--- src/rtl/ctrl_pkg.sv ---
// Shared opcode, state and control-code definitions for the multi-cycle controller.
package ctrl_pkg;

    localparam logic [3:0] OP_ADD  = 4'd0;
    localparam logic [3:0] OP_ADDI = 4'd1;
    localparam logic [3:0] OP_SUB  = 4'd2;
    localparam logic [3:0] OP_AND  = 4'd3;
    localparam logic [3:0] OP_OR   = 4'd4;
    localparam logic [3:0] OP_SHL  = 4'd5;
    localparam logic [3:0] OP_SHR  = 4'd6;
    localparam logic [3:0] OP_LW   = 4'd7;
    localparam logic [3:0] OP_SW   = 4'd8;
    localparam logic [3:0] OP_JMP  = 4'd9;
    localparam logic [3:0] OP_BAN  = 4'd10;

    typedef enum logic [2:0] {
        ST_FETCH  = 3'd0,
        ST_DECODE = 3'd1,
        ST_EXEC   = 3'd2,
        ST_MEM    = 3'd3,
        ST_WB     = 3'd4
    } state_t;

    typedef enum logic [1:0] {
        CLS_ALU    = 2'd0,
        CLS_MEM    = 2'd1,
        CLS_BRANCH = 2'd2,
        CLS_NONE   = 2'd3
    } op_class_t;

    localparam logic [2:0] ALU_ADD   = 3'b000;
    localparam logic [2:0] ALU_SUB   = 3'b001;
    localparam logic [2:0] ALU_AND   = 3'b010;
    localparam logic [2:0] ALU_OR    = 3'b011;
    localparam logic [2:0] ALU_SHIFT = 3'b100;
    localparam logic [2:0] ALU_NONE  = 3'b111;

    localparam logic [1:0] ACC_NONE = 2'b00;
    localparam logic [1:0] ACC_SHL  = 2'b01;
    localparam logic [1:0] ACC_SHR  = 2'b10;

    function automatic logic is_alu(input logic [3:0] op);
        return op <= OP_SHR;
    endfunction

    function automatic logic is_mem(input logic [3:0] op);
        return (op == OP_LW) || (op == OP_SW);
    endfunction

    function automatic logic is_branch(input logic [3:0] op);
        return (op == OP_JMP) || (op == OP_BAN);
    endfunction

endpackage

--- src/rtl/ctrl_decode.sv ---
// Combinational opcode decoder: ALU/accumulator selects, instruction class and legality.
module ctrl_decode
    import ctrl_pkg::*;
#(
    parameter int OPC_W = 4
) (
    input  logic [OPC_W-1:0] opcode,
    output logic [2:0]       alu_ctl,
    output logic [1:0]       acc_ctl,
    output op_class_t        op_class,
    output logic             legal
);

    logic [3:0] op4;
    logic       upper_zero;

    // Any set bit above the 4-bit opcode field makes the instruction undefined.
    assign op4        = opcode[3:0];
    assign upper_zero = ((opcode >> 4) == '0);

    always_comb begin
        alu_ctl  = ALU_NONE;
        acc_ctl  = ACC_NONE;
        legal    = 1'b0;
        op_class = CLS_NONE;
        case (op4)
            OP_ADD, OP_ADDI, OP_LW, OP_SW: alu_ctl = ALU_ADD;
            OP_SUB, OP_BAN:                alu_ctl = ALU_SUB;
            OP_AND:                        alu_ctl = ALU_AND;
            OP_OR:                         alu_ctl = ALU_OR;
            OP_SHL: begin
                alu_ctl = ALU_SHIFT;
                acc_ctl = ACC_SHL;
            end
            OP_SHR: begin
                alu_ctl = ALU_SHIFT;
                acc_ctl = ACC_SHR;
            end
            default: ;
        endcase
        if (!upper_zero) begin
            alu_ctl = ALU_NONE;
            acc_ctl = ACC_NONE;
        end
        legal = upper_zero && (is_alu(op4) || is_mem(op4) || is_branch(op4));
        if (legal) begin
            if (is_alu(op4))
                op_class = CLS_ALU;
            else if (is_mem(op4))
                op_class = CLS_MEM;
            else
                op_class = CLS_BRANCH;
        end
    end

endmodule

--- src/rtl/multicycle_ctrl.sv ---
// Multi-cycle sequencer for the 11-instruction data path, with ROM/RAM stall handshakes.
// Define MEM_TIMEOUT_EN to add a watchdog that abandons MEM accesses that never complete.
module multicycle_ctrl
    import ctrl_pkg::*;
#(
    parameter int OPC_W          = 4,
    parameter int CNT_W          = 16,
    parameter int TIMEOUT_CYCLES = 15
) (
    input  logic             clk,
    input  logic             rst,
    input  logic [OPC_W-1:0] opcode,
    input  logic             instr_valid,
    input  logic             mem_ready,
    output logic             ir_load,
    output logic [2:0]       alu_ctl,
    output logic [1:0]       acc_ctl,
    output logic             reg_we,
    output logic             mem_re,
    output logic             mem_we,
    output logic             pc_inc,
    output logic             pc_load,
    output logic             illegal,
    output logic             mem_err,
    output logic [CNT_W-1:0] retired,
    output logic [2:0]       state_o
);

    state_t           state_q, state_d;
    logic             illegal_q;
    logic [CNT_W-1:0] retired_q;
    logic             retire, set_illegal, mem_timeout;

    logic [2:0]       dec_alu;
    logic [1:0]       dec_acc;
    op_class_t        dec_class;
    logic             dec_legal;
    logic             is_lw, is_jmp;

    if (TIMEOUT_CYCLES < 1 || TIMEOUT_CYCLES > 15) begin : g_bad_timeout
        $error("TIMEOUT_CYCLES must fit the 4-bit MEM wait counter");
    end

    ctrl_decode #(.OPC_W(OPC_W)) u_decode (
        .opcode   (opcode),
        .alu_ctl  (dec_alu),
        .acc_ctl  (dec_acc),
        .op_class (dec_class),
        .legal    (dec_legal)
    );

    assign is_lw  = (dec_class == CLS_MEM) && (opcode[3:0] == OP_LW);
    assign is_jmp = (dec_class == CLS_BRANCH) && (opcode[3:0] == OP_JMP);

`ifdef MEM_TIMEOUT_EN
    logic [3:0] wait_q;
    logic       mem_err_q;

    assign mem_timeout = (state_q == ST_MEM) && (wait_q == 4'(TIMEOUT_CYCLES));

    // Counter is held at zero outside MEM, so it starts clean on every MEM entry.
    always_ff @(posedge clk) begin
        if (rst) begin
            wait_q    <= '0;
            mem_err_q <= 1'b0;
        end else begin
            if (state_q != ST_MEM)
                wait_q <= '0;
            else if (!mem_ready && !mem_timeout)
                wait_q <= wait_q + 4'd1;
            if (mem_timeout)
                mem_err_q <= 1'b1;
        end
    end

    assign mem_err = mem_err_q;
`else
    assign mem_timeout = 1'b0;
    assign mem_err     = 1'b0;
`endif

    always_comb begin
        state_d     = state_q;
        ir_load     = 1'b0;
        alu_ctl     = ALU_NONE;
        acc_ctl     = ACC_NONE;
        reg_we      = 1'b0;
        mem_re      = 1'b0;
        mem_we      = 1'b0;
        pc_inc      = 1'b0;
        pc_load     = 1'b0;
        retire      = 1'b0;
        set_illegal = 1'b0;
        case (state_q)
            ST_FETCH: begin
                ir_load = instr_valid;
                if (instr_valid)
                    state_d = ST_DECODE;
            end
            ST_DECODE: begin
                if (!dec_legal) begin
                    set_illegal = 1'b1;
                    pc_inc      = 1'b1;
                    state_d     = ST_FETCH;
                end else begin
                    state_d = ST_EXEC;
                end
            end
            ST_EXEC: begin
                alu_ctl = dec_alu;
                acc_ctl = dec_acc;
                case (dec_class)
                    CLS_ALU: state_d = ST_WB;
                    CLS_MEM: state_d = ST_MEM;
                    CLS_BRANCH: begin
                        pc_load = is_jmp;
                        pc_inc  = !is_jmp;
                        retire  = 1'b1;
                        state_d = ST_FETCH;
                    end
                    default: state_d = ST_FETCH;
                endcase
            end
            ST_MEM: begin
                alu_ctl = dec_alu;
                acc_ctl = dec_acc;
                if (mem_timeout) begin
                    pc_inc  = 1'b1;
                    state_d = ST_FETCH;
                end else begin
                    mem_re = is_lw;
                    mem_we = !is_lw;
                    if (mem_ready) begin
                        if (is_lw) begin
                            state_d = ST_WB;
                        end else begin
                            pc_inc  = 1'b1;
                            retire  = 1'b1;
                            state_d = ST_FETCH;
                        end
                    end
                end
            end
            ST_WB: begin
                alu_ctl = dec_alu;
                acc_ctl = dec_acc;
                reg_we  = 1'b1;
                pc_inc  = 1'b1;
                retire  = 1'b1;
                state_d = ST_FETCH;
            end
            default: state_d = ST_FETCH;
        endcase
    end

    always_ff @(posedge clk) begin
        if (rst) begin
            state_q   <= ST_FETCH;
            illegal_q <= 1'b0;
            retired_q <= '0;
        end else begin
            state_q <= state_d;
            if (set_illegal)
                illegal_q <= 1'b1;
            if (retire)
                retired_q <= retired_q + 1'b1;
        end
    end

    assign illegal = illegal_q;
    assign retired = retired_q;
    assign state_o = state_q;

endmodule

--- config.mk ---
export PLATFORM = sky130hd
export DESIGN_NAME = multicycle_ctrl
export DESIGN_NICKNAME = d
export VERILOG_FILES = /design/src/rtl/ctrl_pkg.sv /design/src/rtl/ctrl_decode.sv /design/src/rtl/multicycle_ctrl.sv
export SDC_FILE = /design/constraint.sdc
export NUM_CORES = 1
export LEC_CHECK = 0
export ABC_AREA = 1
export BUFFER_PORTS_ARGS = -buffer_cell sky130_fd_sc_hd__clkbuf_2
export CAP_MARGIN = 20
export CORE_MARGIN = 4
export CORE_UTILIZATION = 54
export CTS_CLUSTER_SIZE = 28
export DETAILED_ROUTE_END_ITERATION = 8
export PLACE_DENSITY = 0.83
export SLEW_MARGIN = 10
export SYNTH_ARGS = -nofsm -noshare
export SYNTH_HDL_FRONTEND = slang
export SYNTH_SLANG_ARGS = --single-unit
export TNS_END_PERCENT = 1
--- constraint.sdc ---
create_clock -name clk -period 2.55 [get_ports clk]
set_input_delay 0.1275 -clock clk [delete_from_list [all_inputs] [get_ports clk]]
set_output_delay 0.1275 -clock clk [all_outputs]
set_load 0.03 [all_outputs]
==> impl_results.md, run 1 <==
* Crit Path Class: reg2out
* Core footprint at 2250 sq um
* Area share of and/or/nand/nor cells after synthesis at 0.450
* CTS resizes at 0
* Register Area at 400 sq um
* Worst Path Required at 2.42 ns
* Leakage power at around 0.74 nW
* HPWL Detailed at 2270 microns
* Endpoints failing hold at 0
* Nature of the critical path endpoint: output pin
* Final count of negative-setup-slack endpoints at 0
* Multi-input logic area at 759 sq um
* Worst Hold Launch: rst
* Antenna viol nets, final at 0
* Die ar. at 3270 sq um
* Crit path DAT at 1.69 ns
* Largest net degree at the start of global routing at 27
* CTS tree: built
* Final Max Slew Viols at 0
* WHS at 0.0828 ns
* Clk sinks at 20
* Hold EP: retired[7]
* Vias/cell at 5.09
* Cts hold-fix bufs at 0
* Synth area leader: dfxtp_1
* Die H at 57.2 microns
* Post-synthesis mux area share at 0
* Pwr dens at roughly 450 nW/um^2
* Syn-to-layout area delta at 18.3%
* Final non-filler cell area at 1550 sq um
* Area share of the largest cell type after synthesis at 0.306
* Synthesized area at between 1000 and 1500 sq um
* Postcts setup bufs at 0
* R2r startpoint: retired[0]
* Hold crit path type: in2reg
* Worst skew pair latency at 0.30 ns
* Initial Util at 0.580
* Cell with the most instances after synthesis: nand2_1
* Sequential area share after synthesis at 0.306
* Vias after detailed routing at approximately 1400
* Antenna violations before repair at 0
* Root Buffer: clkbuf_4
* Core Rows at 17
* Clk_skew at 0.00762 ns
* Reg2reg path depth at 8
* Reg-to-reg endpoint: retired[12]
* Cts bufs inserted at 3
* Filler cells at approximately 240
* Worst Hold Depth at 2
* Mean post-synth cell area at 6.20 sq um
* Number of synthesized flops with an enable pin at 0
* Synthesis warning total at 0
* Synth unique cells at 28
* DRC Markers at 0
* Clock buffer depth at 2
* Top cells by area, synth: dfxtp_1 31%, nand2_1 15%, nor2_1 9.8%, inv_1 7.8%, a21oi_1 6.9%
* Port Buf Inserts at 38
* Total inserted antenna cells at 0
* Post-synth top cells: 52 x nand2_1, 34 x nor2_1, 27 x inv_1
* Layout cells sized above 1 at 0.230
* Worst Setup SP: state_o[1]
* Largest family of logic cells by synthesized area: simple AND/OR/NAND/NOR gates
* Post-DP Area at 1490 sq um
* Grt total ovfl at 0
* Adder-cell share of the synthesized area at 0.00957
* Die Wd at 57.2 microns
* Worst setup SP type: register
* Final wirelength at 2900 microns
* Max Cap Viol at 0
* Share of async-settable or async-resettable flops after synthesis at 0
* Initial DRC count at 31
* Flop-to-flop setup slack at 1.00 ns
* Highest clock rate at approximately 550 MHz
* Final net count at 258
* Synthesized net count at 220
* Vias in the first global route at 1138
* Peak VDD IR at 0.000445 V
* Drt pass-1 iters at 4
* Post-synthesis compound-gate area fraction at 0.105
* Worst-path fanout max at 5
* Fin crit period at 1.82 ns
* Status: complete, no violations
* RSZ-0062 raised after global routing: no
* H-tree Lvls at 1
* GR Util All Layers at 0.184
* Setup TNS at 0 ns
* Top Ports at 40
* CTS clock-pin slew for the worst setup and hold paths at 0.12 ns
* Global-route wire length before repair at 4910 microns
* Synth Instances at around 210
* Synth Flop Type: dfxtp_1
* Drt wl/cell at 10.5 microns
* Synth Area in XOR/XNOR at 0.0134
* Final RePlAce weighted congestion at around 0.9
* Post-synthesis register bit count at 20
* Final period util at 0.713
[through the flow]
| stage | util | cells | worst slack [ns] | power [W] |
|---|---|---|---|---|
| after detailed placement | 0.663 | 272 | 1.02 | 0.000440 |
| after global routing | 0.686 | 276 | 0.509 | 0.000726 |
| final | 0.686 | 276 | 0.732 | 0.000692 |
| after CTS | 0.686 | 276 | 0.736 | 0.000700 |
| after global placement | 0.663 | 272 | 1.02 | 0.000439 |
| after floorplan | - | 211 | 0.927 | 0.000412 |
[cell usage in the layout (no fill, tap or decap)]
cell type / Yosys / layout
a21oi_1: 18 / 18
a31oi_1: 1 / 1
bufinv_16: 0 / 1
clkbuf_2: 0 / 38
clkbuf_4: 0 / 3
conb_1: 1 / 1
dfxtp_1: 20 / 20
ha_1: 1 / 1
inv_1: 27 / 27
inv_2: 2 / 2
nand2_1: 52 / 52
nand2_2: 2 / 2
nand3_1: 18 / 18
nand3_2: 5 / 5
nand3_4: 1 / 1
nand3b_1: 1 / 1
nand4_1: 6 / 6
nor2_1: 34 / 34
nor2_2: 3 / 3
nor3_1: 3 / 3
nor3_2: 1 / 1
o2111ai_1: 1 / 1
o211ai_1: 1 / 1
o21ai_0: 3 / 3
o21ai_1: 2 / 2
or2_2: 1 / 1
xnor2_1: 2 / 2
[final cells by class]
cell class	count	area share
Sequential cell	20	0.259
Inverter	29	0.0704
Clock inverter	1	0.0194
Timing Repair Buffer	38	0.123
Clock buffer	3	0.0146
Tap cell	28	0.0227
Multi-Input combinational cell	157	0.491
[how the worst max path moves through the flow]
stage               slack (ns)     endpoint
floorplan                 0.93  retired[12]
global placement          1.02  retired[12]
detailed placement        1.02  retired[12]
CTS                       0.74   alu_ctl[0]
global route              0.51   alu_ctl[0]
finish                    0.73   alu_ctl[0]
[cell families after synthesis]
family                   Yosys count
AND/OR/NAND/NOR                  127
buffers and inverters             34
AO/OA/AOI/OAI                     26
flip-flops                        20
XOR/XNOR                           2
adder cells (fa/ha/maj)            1
other                              1
[where the power goes]
group	leakage [nW]	switching [W]	internal, W
registers	0.162	0.00000657	0.000318
clock network	0.0279	0.000101	0.000159
logic	0.554	0.0000780	0.0000298
total	0.744	0.000185	0.000507
[registers in the layout, summed over array words and instances (netlist names)]
name     count
state_o      3
illegal      1
retired     16
[metal layers]
metal / vias to the layer above / part of all wire / global-route usage
li1: 753 / - / -
met1: 616 / 0.51 / 0.273
met2: 35 / 0.44 / 0.272
met3: 2 / 0.043 / 0.0407
met4: 0 / 0.0048 / 0.0397
met5: - / 0 / 0
[worst max-delay path, cell delays in order, from the launching register on]
cell	delay [ns]
dfxtp_1	0.40
inv_1	0.09
nor3_2	0.26
inv_1	0.13
nand3_1	0.17
o2111ai_1	0.12
clkbuf_2	0.21
Note: power is estimated with default switching activity, not from simulation.
==> inputs of run 2 (changes only) <==
- ABC_AREA: 1 -> 0
- CORE_UTILIZATION: 54 -> 51
- PLACE_DENSITY: 0.83 -> 0.79
- clock period: 2.55 -> 1.9 ns (I/O delays scaled with it)
==> run 2 against run 1 <==
Final cell count shrank 12%. Critical path depth shrank 1. Synthesized cell count shrank 21%. Largest cell class unchanged. Synthesized area grew 0.67%. Critical path type unchanged. Via count shrank 1.1%.
==> impl_results.md, run 2 <==
* Status: complete, no violations
* Endpoints failing hold at 0
* H-tree Lvls at 1
* Sequential area share after synthesis at 0.304
* Top Ports at 40
* Vias in the first global route at about 1200
* Mean post-synth cell area at 7.93 sq um
* CTS tree: built
* Worst Tran Pin Value at 0.619 ns
* Layout cells sized above 1 at 0.316
* Vias after detailed routing at roughly 1400
* Cts bufs inserted at 3
* Synth area leader: dfxtp_1
* Clk pwr share at 0.305
* Core footprint at 2480 sq um
* Top cells by area, synth: dfxtp_1 30%, mux2_1 13%, nor2b_1 7.1%, nor2_1 6.3%, a21oi_1 4.9%
* Highest clock rate at 541 MHz
* Die H at 58.8 microns
* Crit path DAT at ~1.8 ns
* Core Rows at 18
* Register Area at approximately 410 sq um
* Clock buffer depth at 2
* Multi-input logic area at 881 sq um
* Hold crit path type: in2reg
* RSZ-0062 raised after global routing: yes
* Drt pass-1 iters at 4
* Sw Share at 0.279
* Fin crit period at 1.85 ns
* Vias/cell at roughly 5.7
* Worst Path Required at 1.80 ns
* Final Util at 0.684
* Max Cap Viol at 0
* Synth unique cells at 39
* Final net count at 222
* Slew Limit Headroom at 0.587
* Number of synthesized flops with an enable pin at 0
* Crit Path Class: reg2out
* Part of the power in registers at 0.527
* Final RePlAce weighted congestion at a little under 0.8
* Final count of negative-setup-slack endpoints at 0
* Filler cells at 205
* Worst-path fanout max at 5
* Area share of the largest cell type after synthesis at 0.304
* Final period util at 0.973
* Synth Instances at 166
* Worst skew pair latency at a little over 0.3 ns
* Synth Flop Type: dfxtp_1
* CTS clock-pin slew for the worst setup and hold paths at 0.11 ns
* Share of async-settable or async-resettable flops after synthesis at 0
* Final Max Slew Viols at 0
* Commonest cells after routing, fill and taps aside: 36 x clkbuf_2, 22 x nor2_1, 17 x dfxtp_1
* Synthesis warning total at 0
* Antenna violations before repair at 0
* Leakage power at 0.733 nW
* Initial DRC count at 76
* Grt total ovfl at 0
* Sw Pwr at about 0.00023 W
* Largest net degree at the start of global routing at 35
* Pint at between 0.0005 and 0.0006 W
* Peak VDD IR at 0.000533 V
* Nature of the critical path endpoint: output pin
* Syn-to-layout area delta at 28.8%
* Total inserted antenna cells at 0
* Pwr dens at between 400 and 500 nW/um^2
* HPWL Detailed at between 2000 and 2500 microns
* Combinational Power Share at 0.168
* Max reg flops at 16
* Most common cell after layout, fill and taps aside: clkbuf_2
* Die Wd at 58.8 microns
* Antenna viol nets, final at 0
* GR Util All Layers at 0.187
* Clk_skew at 0.00679 ns
* Initial Util at 0.531
* Fin cells at 242
* Clk sinks at 20
* Cell count after placement at ~240
* Setup TNS at 0 ns
* Die ar. at approximately 3500 sq um
* Port Buf Inserts at 38
* Synthesized net count at 175
* Synthesized area at roughly 1300 sq um
* Post-synthesis register bit count at 20
* Post-synth top cells: 22 x nor2_1, 20 x dfxtp_1, 15 x mux2_1, 15 x nor2b_1, 13 x a21oi_1
* Global-route wire length before repair at approximately 5200 microns
* Cell with the most instances after synthesis: nor2_1
* Root Buffer: clkbuf_4
* Final wirelength at 3270 microns
* Drt wl/cell at 13.5 microns
* DRC Markers at 0
* Worst setup SP type: register
[run 2: critical path, stage by stage, from the launching register on]
cell and delay (ns):
dfxtp_2 0.36, nand2b_1 0.17, buf_4 0.17, or4_1 0.49, nand3_1 0.11, buf_6 0.14
[run 2: power by group through the flow]
stage               sequential (W)  clock, W  combinational, W
finish                    0.000432  0.000250          0.000137
global route              0.000433  0.000273          0.000149
CTS                       0.000432  0.000250          0.000132
detailed placement        0.000441         0          0.000132
global placement          0.000440         0          0.000128
floorplan                 0.000448         0         0.0000813
[run 2: layer usage]
layer / GRT usage / wire [microns]
met5: 0 / 0
met4: 0.0680 / 36
met3: 0.0197 / 193
met2: 0.333 / 1640
met1: 0.231 / 1400
[run 2: cell type report]
class                   instances  area share
multi-input cells             130       0.520
flip-flops and latches         20       0.240
repair buffers                 54       0.188
well taps                      30      0.0221
clock buffers                   4      0.0214
inverters                       4     0.00886
[run 2: logic make-up (layout without fill, tap and decap cells)]
kind of cell | Yosys count | after routing | synth area share
AOI/OAI and AO/OA | 35 | 35 | 0.183
adders and majority gates | 1 | 1 | 0.00950
buffers and inverters | 16 | 62 | 0.0570
DFF | 20 | 20 | 0.304
muxes | 15 | 15 | 0.128
other | 1 | 1 | 0.00285
and+or+nand+nor | 78 | 78 | 0.316
[run 2: per-stage QoR]
step / power [W] / cell area [sq um] / hold WS, ns / setup WS (ns)
5_1_grt: 0.000855 / 1700 / 0.0713 / -0.0353
3_3_place_gp: 0.000568 / 1620 / 0.378 / 0.104
2_1_floorplan: 0.000529 / 1330 / 0.281 / -0.0357
4_1_cts: 0.000815 / 1660 / 0.0689 / 0.000139
6_report: 0.000820 / 1700 / 0.0585 / 0.0504
3_5_place_dp: 0.000573 / 1620 / 0.396 / 0.0110
[run 2: worst paths after layout]
path,start,end,slack (ns),cells past startpoint
min,instr_valid,state_o[0],0.06,3
max reg2reg,state_o[2],retired[14],0.05,4
max,state_o[2],pc_inc,0.05,5
min reg2reg,illegal,illegal,0.46,2
[run 2: repair_timing]
item / 4_1_cts / 5_1_grt
hold buffers: 0 / 0
endpoints found under the setup margin: 1 / 10
setup buffers: 0 / 0
resized for setup: 2 / 10
endpoints found under the hold margin: 0 / 0
pin swaps: 0 / 2
